File: src/rtl/counter_wrap_pkg.sv
// Shared definitions for the counter wrap tracker.
//   COUNT_W / COUNT_MAX : width and terminal value of the upstream 4-bit counter
//   wrap_irq_state_t    : interrupt handshake states (IDLE, REQ, ACKED)
//   count_next()        : modulo-16 successor of a counter value
package counter_wrap_pkg;

    localparam int COUNT_W = 4;
    localparam logic [COUNT_W-1:0] COUNT_MAX = 4'hF;

    typedef enum logic [1:0] {
        IDLE  = 2'd0,
        REQ   = 2'd1,
        ACKED = 2'd2
    } wrap_irq_state_t;

    // Successor value of the upstream counter; the natural width overflow
    // gives the 15 -> 0 wrap.
    function automatic logic [COUNT_W-1:0] count_next(input logic [COUNT_W-1:0] c);
        return c + 1'b1;
    endfunction

endpackage

File: src/rtl/count_wrap_detect.sv
// Sample-history and step checker for the upstream counter stream.
//   clk, reset  : rising-edge clock, synchronous active-high reset
//   count_in    : counter value, sampled every cycle
//   wrap_hit    : combinational, the current sample completes a 15 -> 0 wrap
//   wrap_pulse  : registered, one-cycle pulse after the edge that saw the wrap
//   step_err    : combinational pulse, the current sample is an illegal step
module count_wrap_detect
    import counter_wrap_pkg::*;
(
    input  logic               clk,
    input  logic               reset,
    input  logic [COUNT_W-1:0] count_in,
    output logic               wrap_hit,
    output logic               wrap_pulse,
    output logic               step_err
);

    logic [COUNT_W-1:0] prev_count;
    logic               hist_valid;
    logic               step_legal;

    // Nothing is compared until one post-reset sample has been captured, so
    // the first value after reset can be anything without raising an error.
    always_comb begin
        step_legal = (count_in == prev_count) || (count_in == count_next(prev_count));
        wrap_hit   = hist_valid && (prev_count == COUNT_MAX) && (count_in == '0);
        step_err   = hist_valid && !step_legal;
    end

    always_ff @(posedge clk) begin
        if (reset) begin
            prev_count <= '0;
            hist_valid <= 1'b0;
            wrap_pulse <= 1'b0;
        end else begin
            prev_count <= count_in;
            hist_valid <= 1'b1;
            wrap_pulse <= wrap_hit;
        end
    end

endmodule

File: src/rtl/counter_wrap_tracker.sv
// Tracks wraps of the upstream 4-bit counter and raises one four-phase
// interrupt request per wrap.
//   clk, reset   : rising-edge clock, synchronous active-high reset
//   count_in     : counter value, sampled every cycle
//   irq_ack      : interrupt acknowledge from the consumer
//   wrap_pulse   : one-cycle pulse per detected wrap
//   epoch_count  : wraps since reset (wraps or saturates per EPOCH_SAT)
//   irq_req      : interrupt request
//   pending      : wraps not yet acknowledged
//   drop_err     : sticky, a wrap arrived with pending already full
//   seq_err      : sticky, an illegal count step was seen
//   irq_state    : current handshake state, for observation
// Handshake: irq_req is high only in REQ. An ack is accepted only in REQ
// (irq_ack high at the edge), which drops irq_req and decrements pending;
// the request is not re-raised until irq_ack has been seen low again.
module counter_wrap_tracker
    import counter_wrap_pkg::*;
#(
    parameter int EPOCH_W   = 8,
    parameter int PEND_W    = 3,
    parameter bit EPOCH_SAT = 1'b0
) (
    input  logic               clk,
    input  logic               reset,
    input  logic [COUNT_W-1:0] count_in,
    input  logic               irq_ack,
    output logic               wrap_pulse,
    output logic [EPOCH_W-1:0] epoch_count,
    output logic               irq_req,
    output logic [PEND_W-1:0]  pending,
    output logic               drop_err,
    output logic               seq_err,
    output wrap_irq_state_t    irq_state
);

    localparam logic [PEND_W-1:0] PEND_MAX = '1;

    logic            wrap_hit;
    logic            step_err;
    logic            ack_accept;
    wrap_irq_state_t state;
    wrap_irq_state_t state_next;

    count_wrap_detect u_detect (
        .clk        (clk),
        .reset      (reset),
        .count_in   (count_in),
        .wrap_hit   (wrap_hit),
        .wrap_pulse (wrap_pulse),
        .step_err   (step_err)
    );

    assign ack_accept = (state == REQ) && irq_ack;

    // Epoch counter: updated on the same edge that samples the wrap.
    always_ff @(posedge clk) begin
        if (reset) begin
            epoch_count <= '0;
        end else if (wrap_hit) begin
            if (!(EPOCH_SAT && (&epoch_count))) begin
                epoch_count <= epoch_count + 1'b1;
            end
        end
    end

    // Pending counter and sticky flags. A wrap and an accepted ack in the
    // same cycle cancel, so a full counter only drops when no ack arrives.
    always_ff @(posedge clk) begin
        if (reset) begin
            pending  <= '0;
            drop_err <= 1'b0;
            seq_err  <= 1'b0;
        end else begin
            unique case ({wrap_hit, ack_accept})
                2'b10: begin
                    if (pending == PEND_MAX) begin
                        drop_err <= 1'b1;
                    end else begin
                        pending <= pending + 1'b1;
                    end
                end
                2'b01:   pending <= pending - 1'b1;
                default: pending <= pending;
            endcase
            if (step_err) begin
                seq_err <= 1'b1;
            end
        end
    end

    always_ff @(posedge clk) begin
        if (reset) begin
            state <= IDLE;
        end else begin
            state <= state_next;
        end
    end

    always_comb begin
        state_next = state;
        irq_req    = 1'b0;
        unique case (state)
            IDLE: begin
                if (pending != '0) begin
                    state_next = REQ;
                end
            end
            REQ: begin
                irq_req = 1'b1;
                if (irq_ack) begin
                    state_next = ACKED;
                end
            end
            ACKED: begin
                if (!irq_ack) begin
                    state_next = IDLE;
                end
            end
            default: state_next = IDLE;
        endcase
    end

    assign irq_state = state;

endmodule

File: config.mk
export PLATFORM = sky130hd
export DESIGN_NAME = counter_wrap_tracker
export DESIGN_NICKNAME = d
export VERILOG_FILES = /design/src/rtl/counter_wrap_pkg.sv /design/src/rtl/count_wrap_detect.sv /design/src/rtl/counter_wrap_tracker.sv
export SDC_FILE = /design/constraint.sdc
export NUM_CORES = 1
export LEC_CHECK = 0
export CORE_ASPECT_RATIO = 0.7
export CORE_UTILIZATION = 51
export DETAILED_ROUTE_END_ITERATION = 10
export PLACE_DENSITY_LB_ADDON = 0.1
export RECOVER_POWER = 25
export SYNTH_ARGS = -nofsm -noshare
export SYNTH_HDL_FRONTEND = slang
export SYNTH_SLANG_ARGS = --single-unit
File: constraint.sdc
create_clock -name clk -period 6.94 [get_ports clk]
set_clock_uncertainty 0.15 [all_clocks]
set_input_delay 1.041 -clock clk [delete_from_list [all_inputs] [get_ports clk]]
set_output_delay 1.041 -clock clk [all_outputs]
set_load 0.01 [all_outputs]
; Yosys cells after proc, flatten, opt, wreduce, memory -nomap -nowiden
; Index checks and enable logic that the tools add are counted.
[classes]
add_sub_neg = 4
eq_ne = 12
n_reduce_logical = 13
mux = 8
[ops]
columns = operator, count
row1 = $add 8x1->8 const B, 1
row2 = $eq 4x4->1, 2
row3 = $ne 2x2->1 const B, 4
row4 = $mux 2, 3
row5 = $pmux 2 s3, 1
row6 = $pmux 3 s2, 1
row7 = $add 4x1->4 const B, 1
row8 = $eq 2x1->1 const B, 2
row9 = $eq 2x2->1 const B, 2
row10 = $eq 4x4->1 const B, 1
row11 = $logic_and 1x1->1, 4
row12 = $logic_not 4->1, 1
row13 = $reduce_and 2->1, 2
row14 = $add 3x1->3 const B, 1
row15 = $eq 3x3->1 const B, 1
row16 = $mux 3, 1
row17 = $reduce_and 3->1, 1
row18 = $reduce_bool 3->1, 1
row19 = $sub 3x1->3 const B, 1
row20 = $logic_not 2->1, 1
row21 = $mux 1, 2
row22 = $reduce_bool 2->1, 1
row23 = $logic_not 1->1, 1
row24 = $logic_or 1x1->1, 1
[totals]
output_inout_bits = 17
regBits = 21
word_cells = 45
in_bits = 7

; Longest topological paths before layout
[logic_depth]
ltp_word = 6
mapped_depth = 8
depth_no_buf = 7

; By module
; Synthesis repeated with hierarchy kept, for this count alone.
[hier_totals]
hier_cells = 106
area_unflattened_um2 = 1014.7
[by_module_without_submodules]
columns = mod, cells_per_inst, area_each_um2, n_inst, seq_area_each_um2
row1 = counter_wrap_tracker, 80, 733.2, 1, 300.3
row2 = count_wrap_detect, 26, 281.5, 1, 120.1

; Worst setup path after synthesis
; No wires, ideal clock.
[synth_path]
path_kind = input to register
from = input count_in[0]
to = register pending[2]
t_arrival_ps = 2949
required_ps = 6726
stages = 6
setup_time_ps = 64
slack_ps = 3777
path_buffers = 1
path_cell_list = or4_1 -> buf_2 -> o21ai_0 -> fa_1 -> or4b_2 -> nand4_1
[synth_between]
elab_chain_len = 5
elab_cells_between_ends = 8
[synth_lines]
columns = item, line
row1 = "start, declared", counter_wrap_tracker.sv:25  ; input logic [COUNT_W-1:0] count_in,
row2 = $logic_not 4->1 (*), count_wrap_detect.sv:26  ; wrap_hit = hist_valid && (prev_count == COUNT_MAX) && (count_in == '0);
row3 = $logic_and 1x1->1 (*), count_wrap_detect.sv:26
row4 = $eq 2x2->1 or $eq 2x1->1 (tied branches), counter_wrap_tracker.sv:74  ; unique case ({wrap_hit, ack_accept})
row5 = $ne 2x2->1 (no line) or $reduce_bool 2->1 (tied branches), --
row6 = $reduce_and 2->1 (no line), --
row7 = "end signal, assigned", counter_wrap_tracker.sv:79  ; pending <= pending + 1'b1;
row8 = "end signal, assigned", counter_wrap_tracker.sv:82  ; 2'b01: pending <= pending - 1'b1;
row9 = "end signal, assigned", counter_wrap_tracker.sv:83  ; default: pending <= pending;
row10 = "end, declared", counter_wrap_tracker.sv:30  ; output logic [PEND_W-1:0] pending,
; Every way passes the cells marked *; elsewhere a longest branch is shown, timed or not.
; A chain may end at the register's enable or synchronous reset.

; Final worst setup path
[layout_path]
from = input count_in[1]
to = register pending[2]
; The elaborated chain is that of the path after synthesis.

==> results by group <==
Placement
  • Port Buffer Count: 23
  • Half-perimeter wire length after detailed placement: 1500 um
  • Weighted congestion reported at the end of routability-driven placement: around 0.79
  • Post-Place Worst Slack: 3100 ps

Die
  • Die Outline Area: 0.00207 mm^2
  • Area of the core region: about 0.0017 mm^2
  • Core Rows: 12
  • Effective utilization at floorplan: between 50 and 60%
  • Height of the chip: 38.4 um
  • Total I/O pin count: 24
  • Width of the die: 54.0 um

CTS
  • Buffers inserted by post-CTS timing repair: 0
  • Clock tree from TritonCTS: built
  • Number of buffers inserted by hold repair at cts: 0
  • Clock-pin transition on the worst setup and hold timing paths: 110 ps
  • CTS sink cnt: 21
  • CTS H-Tree Depth: 1
  • Total CTS buffers: 3
  • Root buf cell: sky130_fd_sc_hd__clkbuf_4
  • Resized cells post-CTS: 0
  • Worst-case clock buffer depth: 2
  • Skew-Pair Late Insertion Delay: approximately 310 ps

Setup path
  • Source of the worst register-to-register timing path: u_detect.prev_count[1]$_SDFF_PP0_
  • Data arrival time of the critical path: roughly 3800 ps
  • CP Max Fanout: 11
  • Capture point of the worst reg-to-reg path: pending[2]$_SDFFE_PP0P_
  • Highest-delay cell along the critical path: sky130_fd_sc_hd__or4_1
  • Delay of the slowest cell on the worst path: 700 ps
  • Number of buffers and inverters on the critical path: 1
  • Crit. End Element: flip-flop
  • Depth of the worst register-to-register path: 6
  • R2R Setup Slk: 4280 ps
  • Kind of start point of the critical path: input port
  • Cell-by-cell listing of the critical path: dlygate4sd3_1 > or4_1 > o21ai_0 > fa_1 > or4b_2 > nand4_1
  • Cell family with the largest share of critical-path delay: simple AND/OR/NAND/NOR gates
  • Data required time at the worst endpoint: 7050 ps
  • Setup Crit Path Kind: input port to flip-flop

GRT
  • Number of antenna violations at the first check in global routing: 0
  • Overall routing resource usage: 25.0%
  • Congestion Overflow GR: 0
  • Number of global-route vias before repair: 834
  • Largest net degree at the start of global routing: 25
  • Global-route wire length before repair: around 3500 um

Routing
  • DRC errors left: 0
  • Routed wirelength normalized by instance count: roughly 13 um
  • Vias: 858
  • DRT Pass-1 Iters: 4
  • DRC marker count from the first detailed-route iteration: 13
  • Detailed Route WL: 2020 um
  • Final ANT Viol Nets: 0
  • Number of vias per cell after detailed routing: 5.68

STA
  • Number of endpoints with negative hold slack in the final report: 0
  • Slew of the pin with the lowest slew margin: 828 ps
  • Setup violation total in the final timing report: 0
  • Final critical-path required period: 3660 ps
  • Rel. slew slack: 44.6%
  • Setup TNS after final layout: 0 ps
  • Portion of the clock cycle consumed by the worst path in the final layout: 52.8%
  • Unrepaired setup endpoints after global routing: no
  • Achievable frequency: approximately 270 MHz
  • Fin. max-slew vios: 0
  • Worst Setup Slack, final: 3280 ps

Cells and area
  • Area of the multi-input gates: 513 um^2
  • Fill cell instance count of the final layout: 129
  • Layout cell share with drive strength beyond 1: roughly 6.2%
  • Final core utilization: 73.3%
  • Sequential cell area in the final layout: roughly 420 um^2
  • Number of diodes added for antenna fixing: 0
  • Layout net count: 141
  • Area added between synthesis and finish: 27.8%

Min path
  • Hold endpoint: drop_err$_SDFFE_PP0P_
  • Instance count along the most critical hold path: 2
  • Class of the most critical hold timing path: flip-flop to flip-flop
  • Launch point of the worst hold path: drop_err$_SDFFE_PP0P_

Yosys
  • Post-Synthesis Cells: 107
  • Cell Area, Synth: a little under 0.001 mm^2
  • Top cell type's share of synthesized area: 43.6%
  • Number of synthesized register bits: 21
  • Synth Area per Inst: 9.02 um^2
  • Top cell types by occurrence after synthesis: 21 x sky130_fd_sc_hd__dfxtp_1, 12 x sky130_fd_sc_hd__nor2_1, 12 x sky130_fd_sc_hd__xnor2_1, 7 x sky130_fd_sc_hd__nand2_1, 6 x sky130_fd_sc_hd__nor4_1
  • Number of enable flip-flop cells after synthesis: 0
  • Unique masters post-synth: 27
  • Most frequent cell after synthesis: sky130_fd_sc_hd__dfxtp_1
  • Most used flip-flop cell after synthesis: sky130_fd_sc_hd__dfxtp_1
  • Cell type with the largest total area after synthesis: sky130_fd_sc_hd__dfxtp_1
  • FFs w/ async S/R, synth: 0%
  • Syn. warnings: 0
  • Fraction of the yosys area taken by sequential cells: 43.6%
  • Total nets after synthesis: about 120
  • Synth top area cells: sky130_fd_sc_hd__dfxtp_1 44%, sky130_fd_sc_hd__xnor2_1 11%, sky130_fd_sc_hd__nor2_1 4.7%

Run status
  • Outcome: complete, no violations

Power
  • IR Drop Worst-Case VDD: 0.169 mV
  • Total leakage power: 0.427 nW
  • PwrDens: around 180 mW/mm^2

Job
  • Max-cap viol count: 0
==> worst max-delay path by stage <==
stage                              endpoint         from  depth (start not counted)
floorplan           pending[2]$_SDFFE_PP0P_  count_in[0]                          6
global placement    pending[2]$_SDFFE_PP0P_  count_in[1]                          6
detailed placement  pending[2]$_SDFFE_PP0P_  count_in[1]                          6
CTS                 pending[2]$_SDFFE_PP0P_  count_in[1]                          6
global route        pending[2]$_SDFFE_PP0P_  count_in[1]                          6
finish              pending[2]$_SDFFE_PP0P_  count_in[1]                          6
==> registers in the layout, indices dropped and copies added (netlist names) <==
signal / count
epoch_count: 8
u_detect.prev_count: 4
pending: 3
irq_state: 2
drop_err: 1
seq_err: 1
u_detect.hist_valid: 1
u_detect.wrap_pulse: 1
==> per-stage QoR <==
stage / hold WS [ps] / instance area [um^2] / cells / power, mW
after CTS: 336 / 1230 / 151 / 0.231
after detailed placement: 308 / 1200 / 147 / 0.171
after global placement: 311 / 1200 / 147 / 0.169
final: 329 / 1230 / 151 / 0.228
after floorplan: 352 / 965 / 107 / 0.153
after global routing: 373 / 1230 / 151 / 0.239
==> kinds of logic (layout without fill, tap and decap cells) <==
group	after synthesis	in the layout	synth area share [%]
muxes	2	2	2.33
AOI/OAI and AO/OA	10	10	6.23
and+or+nand+nor	49	49	27.2
buffers and inverters	8	31	3.24
xor gates and xnor gates	14	14	12.7
adders and majority gates	3	3	4.67
DFF	21	21	43.6
==> power by group <==
group / switching, mW / total, mW / internal (mW)
combinational: 0.0163 / 0.0363 / 0.0200
sequential: 0.00591 / 0.131 / 0.126
clock: 0.0386 / 0.0602 / 0.0216
==> routing by layer <==
| layer | share of wire [%] | up-vias | global-route usage, % | routed length (um) |
|---|---|---|---|---|
| met4 | 1.3 | 0 | 7.69 | 26 |
| met1 | 47 | 416 | 25.7 | 940 |
| met2 | 48 | 17 | 47.2 | 959 |
| li1 | - | 420 | - | - |
| met5 | 0 | - | 0 | 0 |
| met3 | 4.6 | 5 | 8.73 | 92 |
==> final cells by class <==
class                   instances  area share (%)
inverters                       4            1.22
multi-input cells              78            41.6
flip-flops and latches         21            34.1
clock buffers                   3            1.83
well taps                      21            2.13
repair buffers                 23            18.7
clock inverters                 1           0.406
==> worst min-delay path: cells and delay by family, from the launching register on <==
kind | cells | cell delay, ps
flip-flops | 1 | 340
AND/OR/NAND/NOR | 1 | 70
AO/OA/AOI/OAI | 1 | 40
==> cells in the final DEF (no fill, tap or decap), types with 3 or more instances in the layout <==
cell                              instances
sky130_fd_sc_hd__nand4_1                  4
sky130_fd_sc_hd__clkbuf_4                 3
sky130_fd_sc_hd__nor2b_1                  5
sky130_fd_sc_hd__xnor2_1                 12
sky130_fd_sc_hd__nor2_1                  12
sky130_fd_sc_hd__nand3_1                  3
sky130_fd_sc_hd__nor4_1                   6
sky130_fd_sc_hd__dlygate4sd3_1            5
sky130_fd_sc_hd__nand2_1                  7
sky130_fd_sc_hd__inv_1                    4
sky130_fd_sc_hd__nor3_1                   4
sky130_fd_sc_hd__a21oi_1                  3
sky130_fd_sc_hd__o21ai_0                  3
sky130_fd_sc_hd__dfxtp_1                 21
sky130_fd_sc_hd__clkdlybuf4s50_1         18
Note: power is estimated with default switching activity, not from simulation.
